$ cat src/rtl/log_sched_pkg.sv
// ============================================================================
// Module      : log_sched_pkg
// Description : Shared widths, output-slot state encoding and a reference
//               ceil(log2) function for the log_sched block.
// Revision    : 1.0 - initial release
// ============================================================================
`default_nettype none

package log_sched_pkg;

    localparam int OPW  = 8;
    localparam int RESW = 4;

    typedef enum logic [0:0] {
        SLOT_EMPTY = 1'b0,
        SLOT_FULL  = 1'b1
    } slot_state_e;

    // ceil(log2(x)) via the index of the top set bit of x-1; 0 and 1 map to 0
    function automatic logic [RESW-1:0] clog2_8(input logic [OPW-1:0] x);
        logic [OPW-1:0]  m;
        logic [RESW-1:0] r;
        r = '0;
        m = '0;
        if (x > 8'd1) begin
            m = x - 8'd1;
            for (int i = 0; i < OPW; i++) begin
                if (m[i]) r = RESW'(i + 1);
            end
        end
        return r;
    endfunction

endpackage

`default_nettype wire

$ cat src/rtl/log_sched_log_unit.sv
// ============================================================================
// Module      : log_unit
// Description : Combinational ceil(log2) of an 8-bit operand, 4-bit result.
// Revision    : 1.0 - initial release
// ============================================================================
`default_nettype none

module log_unit
    import log_sched_pkg::*;
(
    input  logic [OPW-1:0]  i_x,
    output logic [RESW-1:0] o_res
);

    // ceil(log2 x) equals the number of powers 2^k (k = 0..7) strictly below x
    always_comb begin
        o_res = '0;
        for (int k = 0; k < OPW; k++) begin
            if (i_x > (8'd1 << k)) o_res = o_res + 4'd1;
        end
    end

endmodule

`default_nettype wire

$ cat src/rtl/log_sched.sv
// ============================================================================
// Module      : log_sched
// Description : Round-robin scheduler sharing one ceil-log2 unit among NREQ
//               requesters; one-entry tagged result slot. Optional resp_exact
//               output enabled by LOG_SCHED_EXACT_EN.
// Revision    : 1.0 - initial release
// ============================================================================
`default_nettype none

module log_sched
    import log_sched_pkg::*;
#(
    parameter int NREQ = 4,
    parameter int IDW  = $clog2(NREQ)
) (
    input  logic                clk,
    input  logic                rst,
    input  logic [NREQ-1:0]     req_valid,
    input  logic [NREQ*OPW-1:0] req_data,
    output logic [NREQ-1:0]     req_ready,
    output logic                resp_valid,
    input  logic                resp_ready,
    output logic [IDW-1:0]      resp_id,
    output logic [RESW-1:0]     resp_data
`ifdef LOG_SCHED_EXACT_EN
    ,
    output logic                resp_exact
`endif
);

    slot_state_e     r_state;
    logic [IDW-1:0]  r_prio;
    logic [IDW-1:0]  r_id;
    logic [RESW-1:0] r_data;

    logic            w_can_load;
    logic            w_any;
    logic            w_accept;
    logic [IDW-1:0]  w_gnt;
    logic [IDW-1:0]  w_prio_nxt;
    logic [OPW-1:0]  w_opnd;
    logic [RESW-1:0] w_log;

    assign w_can_load = !rst && ((r_state == SLOT_EMPTY) || resp_ready);
    assign w_accept   = w_can_load && w_any;

    // First valid requester scanning from r_prio upward, wrapping at NREQ
    always_comb begin
        int idx;
        idx   = 0;
        w_any = 1'b0;
        w_gnt = '0;
        for (int k = 0; k < NREQ; k++) begin
            idx = int'(r_prio) + k;
            if (idx >= NREQ) idx = idx - NREQ;
            if (!w_any && req_valid[idx]) begin
                w_any = 1'b1;
                w_gnt = IDW'(idx);
            end
        end
    end

    always_comb begin
        w_opnd = '0;
        for (int i = 0; i < NREQ; i++) begin
            if (w_gnt == IDW'(i)) w_opnd = req_data[OPW*i +: OPW];
        end
    end

    always_comb begin
        req_ready = '0;
        if (w_accept) req_ready[w_gnt] = 1'b1;
    end

    assign w_prio_nxt = (w_gnt == IDW'(NREQ - 1)) ? '0 : w_gnt + IDW'(1);

    log_unit u_log_unit (
        .i_x   (w_opnd),
        .o_res (w_log)
    );

`ifdef LOG_SCHED_EXACT_EN
    logic r_exact;
    logic w_exact;
    assign w_exact    = (w_opnd != '0) && ((w_opnd & (w_opnd - 8'd1)) == '0);
    assign resp_exact = r_exact;

    always_ff @(posedge clk) begin
        if (rst)           r_exact <= 1'b0;
        else if (w_accept) r_exact <= w_exact;
    end
`endif

    always_ff @(posedge clk) begin
        if (rst) begin
            r_state <= SLOT_EMPTY;
            r_prio  <= '0;
            r_id    <= '0;
            r_data  <= '0;
        end else if (w_accept) begin
            r_state <= SLOT_FULL;
            r_prio  <= w_prio_nxt;
            r_id    <= w_gnt;
            r_data  <= w_log;
        end else if ((r_state == SLOT_FULL) && resp_ready) begin
            r_state <= SLOT_EMPTY;
        end
    end

    assign resp_valid = (r_state == SLOT_FULL);
    assign resp_id    = r_id;
    assign resp_data  = r_data;

endmodule

`default_nettype wire

$ cat config.mk
export PLATFORM = sky130hd
export DESIGN_NAME = log_sched
export DESIGN_NICKNAME = d
export VERILOG_FILES = /design/src/rtl/log_sched_pkg.sv /design/src/rtl/log_sched_log_unit.sv /design/src/rtl/log_sched.sv
export SDC_FILE = /design/constraint.sdc
export NUM_CORES = 1
export LEC_CHECK = 0
export ABC_AREA = 0
export BUFFER_PORTS_ARGS = -buffer_cell sky130_fd_sc_hd__clkbuf_2
export CORE_MARGIN = 5
export CORE_UTILIZATION = 45
export CTS_CLUSTER_SIZE = 28
export DETAILED_ROUTE_END_ITERATION = 6
export HOLD_SLACK_MARGIN = 0.12
export PLACE_DENSITY_LB_ADDON = 0.15
export SYNTH_ARGS = -nofsm -noshare
export SYNTH_HDL_FRONTEND = slang
export SYNTH_SLANG_ARGS = --single-unit
$ cat constraint.sdc
create_clock -name clk -period 6.75 [get_ports clk]
set_clock_uncertainty 0.1 [all_clocks]
set_input_delay 1.0125 -clock clk [delete_from_list [all_inputs] [get_ports clk]]
set_output_delay 1.0125 -clock clk [all_outputs]
set_load 0.02 [all_outputs]
==> metrics.md, run 1 <==
| Metric | Value |
|---|---|
| Status | finished clean |
| Worst path max stage delay | ~500 ps |
| Max_cap viols | 0 |
| Die area | approximately 4200 sq um |
| Slew Limit Headroom | roughly two thirds |
| Hold_ws | 389 ps |
| Die Y | about 65 um |
| Top FF cell, synth | dfxtp_1 |
| Max rail drop VDD | roughly 0.23 mV |
| HPWL Detailed | ~3400 um |
| Critical path buffer and inverter count | 3 |
| Final setup vio count | 0 |
| Largest fanout on the critical path | 6 |
| TritonCTS Buffers | 3 |
| P&R area growth vs syn | 47.2% |
| Worst path top cell family by delay | compound AO/OA/AOI/OAI gates |
| DRT Wirelength | ~4400 um |
| Gp weighted congestion | 0.870 |
| Gr usage total | 19.6% |
| Starting DRT DRC Count | about 110 |
| CTS H-Tree Depth | 1 |
| Global-route wire length before repair | slightly below 7000 um |
| Global route overflow | 0 |
| Initial antenna violation count | 0 |
| CP Class | in2reg |
| LEAKAGE | 0.000919 uW |
| Vias/cell | approximately 6 |
| Most common cell after layout, fill and taps aside | clkbuf_2 |
| Max-slew violation count | 0 |
| Critical Path Most Common Cell | ha_4 |
| Layout cell share with drive strength beyond 1 | a little over two fifths |
| CP max stage cell | or4_1 |
| Initial core utilization | 47.8% |
| EDFF count, synth | 0 |
| # rows | 19 |
| CORE AREA | 2830 sq um |
| Vias in the first global route | around 1700 |
| Number of antenna diodes | 0 |
| CTS Buffer Depth | 2 |
| Final Hold Vio Count | 0 |
| Ys async rst share | 0% |
| Mapped Nets | between 200 and 250 |
| DR pass1 iterations | 4 |
| Die width | approximately 65 um |
| Hold Path Class | reg2reg |
| Per-cell routed wire length | approximately 15 um |
| Skew-Pair Late Insertion Delay | 260 ps |
| Synth Cell Area | roughly 1400 sq um |
| CTS tree | yes |
| DRC | 0 |
| Register area share after synthesis | a little over an eighth |
| Most frequent cells in the layout | clkbuf_2, buf_4, nor2_1 |
| Tmin final | roughly 6600 ps |
| Nets | between 300 and 400 |
| Power Total | 1170 uW |
| Port-buffer cells | 49 |
| CTS root buffer | clkbuf_4 |
| Syn Inst Count | 182 |
| Power density of the placed cells | around 590 nW/um^2 |
| CP Launch Type | primary input |
| Worst Tran Pin Value | around 480 ps |
| CP Capture Type | flop |
| Clk sinks | 9 |
| Avg Inst Size Synth | 7.43 sq um |
| Yosys cell types | 50 |
| Vias | roughly 1700 |
| Crit share post-route | 97.3% |
| Largest net degree at the start of global routing | 15 |
| F_max | about 0.15 GHz |
| #FFs+latches synth | 9 |
| Worst EP required | between 6000 and 7000 ps |
| Ys Warns | 0 |
| I/O Pins | 50 |
| Worst-path clk slew | approximately 60 ps |
| Worst Path Arrival | about 6700 ps |
| Antenna Nets Post-Route | 0 |
what timing repair did:
item | 4_1_cts | 5_1_grt
pin swaps | 1 | 8
hold buffers | 0 | 0
buffers inserted | 0 | 1
setup endpoints to repair | 2 | 3
cloned | 0 | 0
resized for setup | 0 | 20
where the power goes:
| group | total, uW | switching, uW | internal (uW) |
|---|---|---|---|
| Combinational | 1050 | 527 | 521 |
| Sequential | 78.8 | 9.92 | 68.9 |
| Clock | 40.6 | 17.9 | 22.7 |
stage by stage:
| step | worst slack (ps) | TNS, ps | std cells | util [%] | instance area (sq um) |
|---|---|---|---|---|---|
| after CTS | 8.04 | 0 | 287 | 66.7 | 1890 |
| after floorplan | 15.6 | 0 | 182 | - | 1400 |
| final | 181 | 0 | 288 | 70.4 | 1990 |
| after global routing | -63.1 | -169 | 288 | 70.4 | 1990 |
| after detailed placement | -263 | -642 | 283 | 65.7 | 1860 |
| after global placement | -48.4 | -82.3 | 283 | 65.7 | 1860 |
synth_stat cells, types with 2 or more instances:
cell      number  area (sq um)
a211oi_1       4          30.0
a21oi_1        4          20.0
a221o_1        6          60.1
a221oi_1       2          17.5
a22oi_1        2          15.0
a31oi_1        4          25.0
and2_1         6          37.5
and3_1         2          12.5
clkbuf_1       5          18.8
dfxtp_1        9           180
ha_1          11           138
inv_1         13          48.8
mux2_2         4          45.0
mux2i_1        3          30.0
nand2_1       14          52.6
nand3_1        4          20.0
nand3b_1       7          52.6
nand4_1        3          18.8
nor2_1        16          60.1
nor2b_1        6          37.5
nor3_1         3          15.0
o211ai_1       3          22.5
o21a_1         2          15.0
o21ai_0        9          45.0
o221ai_1       2          17.5
o22a_1         3          26.3
o22ai_1        3          18.8
or2_1          2          12.5
xnor2_1        9          78.8
final timing paths:
check        cells after the start          from           end  slack [ps]
max                             29  req_valid[0]  resp_data[3]         180
min                              2    resp_id[0]    resp_id[0]         390
max reg2reg                     27     r_prio[0]  resp_data[3]         620
min reg2reg                      2    resp_id[0]    resp_id[0]         390
area by class of cell:
| type | count | area [sq um] |
|---|---|---|
| clock buffers | 4 | 26.3 |
| repair buffers | 77 | 455 |
| multi-input cells | 154 | 1240 |
| inverters | 13 | 48.8 |
| flip-flops and latches | 9 | 180 |
| fillers | 213 | 838 |
| well taps | 31 | 38.8 |
routing by layer:
metal	vias up	part of all wire (%)	track usage (%)	routed length, um
met5	-	0	0	0
met4	0	2.8	7.39	126
met3	18	5.5	3.80	245
met2	67	50	36.1	2210
met1	798	42	22.2	1850
li1	841	-	-	-
flip-flops by register name (all words and copies together) (netlist names):
signal,flops
r_prio,2
resp_id,2
resp_valid,1
resp_data,4
worst register-to-register path, delay by kind of cell, from the launching register on:
kind	cells	cell delay [ps]
AOI/OAI and AO/OA	7	1790
xor gates and xnor gates	2	270
adders and majority gates	5	1240
buffers and inverters	1	60
DFF	1	430
muxes	2	460
and+or+nand+nor	10	1740
cells by family (layout without fill, tap and decap cells):
kind of cell,count (synthesis),after routing,share of synthesized area (%)
AOI/OAI and AO/OA,55,55,30.7
xor gates and xnor gates,9,9,5.83
adders and majority gates,11,11,10.2
buffers and inverters,19,94,5.83
DFF,9,9,13.3
muxes,7,7,5.55
and+or+nand+nor,72,72,28.6
Power figures use the tool's default switching activity.
==> run 2, diff against run 1 <==
--- a/config.mk
+++ b/config.mk
@@ -8,11 +8,12 @@
 export ABC_AREA = 0
 export BUFFER_PORTS_ARGS = -buffer_cell sky130_fd_sc_hd__clkbuf_2
 export CORE_MARGIN = 5
-export CORE_UTILIZATION = 45
+export CORE_UTILIZATION = 46
 export CTS_CLUSTER_SIZE = 28
 export DETAILED_ROUTE_END_ITERATION = 6
 export HOLD_SLACK_MARGIN = 0.12
 export PLACE_DENSITY_LB_ADDON = 0.15
 export SYNTH_ARGS = -nofsm -noshare
 export SYNTH_HDL_FRONTEND = slang
+export SYNTH_HIERARCHICAL = 1
 export SYNTH_SLANG_ARGS = --single-unit
==> metrics.md, run 2 <==
| Metric | Value |
|---|---|
| P&R area growth vs syn | 59.1% |
| DRT Wirelength | 4330 um (-2.3%) |
| Fin cells | 330 (+15%) |
| Register area share after synthesis | 12.1% (-1.2 points) |
| Most common cell after layout, fill and taps aside | buf_4 |
| Max_cap viols | 0 (unchanged) |
| Worst EP required | 6770 ps (-80 ps) |
| Global-route wire length before repair | 7230 um (+5.5%) |
| Final setup vio count | 2 (+2) |
| EDFF count, synth | 0 (unchanged) |
| Nets | 337 (+9.4%) |
| Most frequent cell after synthesis | nand2_1 |
| Max-slew violation count | 0 (unchanged) |
| CTS Buffer Depth | 2 (unchanged) |
| Yosys cell types | 59 (+18%) |
| Avg Inst Size Synth | 7.65 sq um (+2.9%) |
| Initial core utilization | 48.5% (+0.64 points) |
| Syn Inst Count | 195 (+7.1%) |
| DRC | 0 (unchanged) |
| CORE AREA | 3080 sq um (+8.8%) |
| Gp weighted congestion | 0.790 (-9.2%) |
| DR pass1 iterations | 4 (unchanged) |
| Vias/cell | 5.48 (-8.5%) |
| Starting DRT DRC Count | 91 (-18%) |
| Hold path startpoint | resp_data[2] |
| Synth cell count leaders | nand2_1, nor2b_1, a21oi_1, ha_1 |
| Synth top area cells | dfxtp_1, ha_1, nor2b_1, nand2_1, a221oi_1 |
| Per-cell routed wire length | 13.1 um (-15%) |
| I/O Pins | 50 (unchanged) |
| Hold Path Class | reg2reg |
| Vias | 1808 (+4.9%) |
| Yosys top cell area share | 12.1% (-1.2 points) |
| CTS root buffer | clkbuf_4 |
| Crit share post-route | 103% (+5.5 points) |
| Worst Hold Path EP | resp_data[2] |
| RSZ-0062 raised after global routing | yes |
| Most frequent cells in the layout | buf_4, clkbuf_2, nand2_1 |
| Die Y | 66.9 um (+3.3%) |
| XOR/XNOR share of the synthesized area | 7.97% (+2.1 points) |
| FF-to-FF Start | r_prio[0] |
| Simple-gate share of the synthesized area | 29.6% (+1.0 points) |
| Final Hold Vio Count | 0 (unchanged) |
| Status | finished, violations left |
| Worst Path Arrival | 6960 ps (+290 ps) |
| Ys Warns | 6 (+6) |
| Complex-gate fraction of the synthesized area | 32.0% (+1.3 points) |
| Layout cell share with drive strength beyond 1 | 52.1% (+10 points) |
| Ys async rst share | 0% (unchanged) |
| HPWL Detailed | 3250 um (-5.1%) |
| Worst Tran Pin Value | 728 ps (+252 ps) |
| Antenna Nets Post-Route | 0 (unchanged) |
| Failing checks | setup timing |
| F_max | 0.144 GHz (-5.4%) |
| Global route overflow | 0 (unchanged) |
| FF-to-FF setup slack | 290 ps (-330 ps) |
| Clk sinks | 9 (unchanged) |
| Synth Cell Area | 1490 sq um (+10%) |
| Initial antenna violation count | 0 (unchanged) |
| CP max stage cell | or4_4 |
| CP Launch Type | primary input |
| Worst r2r path cells | 33 (+22%) |
| # rows | 20 (+1) |
| Tmin final | 6940 ps (+372 ps) |
| Vias in the first global route | 1728 (+2.1%) |
| Die area | 4480 sq um (+6.6%) |
| CP Capture Type | flop |
| Port-buffer cells | 49 (unchanged) |
| Largest net degree at the start of global routing | 20 (+5) |
| Mapped Nets | 245 (+5.6%) |
| Largest family of logic cells by synthesized area | compound AO/OA/AOI/OAI gates |
| Worst-path clk slew | 60 ps (about the same) |
| CTS tree | yes |
| Final WS setup | -191 ps (-372 ps) |
| Slew Limit Headroom | 51.4% (-17 points) |
| TritonCTS Buffers | 3 (unchanged) |
| Post-synthesis mux area share | 2.77% (-2.8 points) |
| Top FF cell, synth | dfxtp_1 |
| CP Class | in2reg |
| CTS H-Tree Depth | 1 (unchanged) |
| Skew-Pair Late Insertion Delay | 260 ps (about the same) |
| #FFs+latches synth | 9 (unchanged) |
| Number of antenna diodes | 0 (unchanged) |
| Gr usage total | 20.1% (+0.45 points) |
| Post-synthesis adder-cell area fraction | 9.23% (-0.95 points) |
| Max FFs per register | 4 (unchanged) |
| Hold Path Depth | 2 (unchanged) |
| Die width | 66.9 um (+3.3%) |
| Critical R2R Capture | resp_data[2] |
| Worst path max stage delay | 540 ps (+40 ps) |
| Cell taking the most area after synthesis | dfxtp_1 |
| Placed insts | 316 (+12%) |
| Largest fanout on the critical path | 4 (-2) |
run 2: worst max path at each step:
stage / end / start / cells past startpoint / slack [ps]
6_report: resp_data[2] / req_valid[2] / 34 / -190
3_5_place_dp: resp_data[2] / req_valid[2] / 35 / -710
3_3_place_gp: resp_data[2] / req_valid[2] / 35 / -530
5_1_grt: resp_data[2] / req_valid[0] / 34 / -530
4_1_cts: resp_data[2] / req_valid[0] / 33 / -230
2_1_floorplan: resp_data[2] / req_valid[2] / 36 / -600
run 2: kinds of logic after synthesis:
logic type	Yosys count
and+or+nand+nor	72
DFF	9
AOI/OAI and AO/OA	66
xor gates and xnor gates	12
adders and majority gates	11
buffers and inverters	21
muxes	4
run 2: per-stage QoR:
| step | utilization [%] | setup slack, ps | area [sq um] | setup TNS, ps | hold WS (ps) |
|---|---|---|---|---|---|
| after floorplan | - | -599 | 1620 | -1190 | 380 |
| after global placement | 69.5 | -532 | 2140 | -1030 | 354 |
| after detailed placement | 69.5 | -712 | 2140 | -1550 | 357 |
| after CTS | 73.5 | -234 | 2260 | -405 | 369 |
| after global routing | 77.1 | -529 | 2370 | -927 | 392 |
| final | 77.1 | -191 | 2370 | -338 | 366 |
run 2: final cells by class:
| type | count | area (sq um) |
|---|---|---|
| Clock buffer | 4 | 26.3 |
| Fill cell | 231 | 704 |
| Timing Repair Buffer | 100 | 638 |
| Inverter | 8 | 30.0 |
| Multi-Input combinational cell | 165 | 1440 |
| Sequential cell | 9 | 180 |
| Tap cell | 44 | 55.1 |
run 2: routing by layer:
metal,up-vias,global-route usage (%),routed length (um)
met5,-,0,0
met4,0,6.33,97
met3,10,1.69,92
met2,26,37.5,2290
met1,862,23.8,1850
li1,910,-,-
run 2: what timing repair did:
item	CTS	global route
hold buffers	0	0
endpoints found under the hold margin	0	0
cloned	0	0
pin swaps	12	2
gates resized for setup	9	19
endpoints found under the setup margin	2	3
buffers inserted	7	4
run 2: critical path, delay by kind of cell:
kind                     cells  cell delay [ps]
adder cells (fa/ha/maj)      7             1720
XOR/XNOR                     3              360
AO/OA/AOI/OAI               13             1670
buffers and inverters        2              170
AND/OR/NAND/NOR              8             1830
multiplexers                 1              220
Power of run 2 is left out: the tool's default activity adds up to more than one toggle a clock period on the data nets, which glitch-free logic cannot reach.
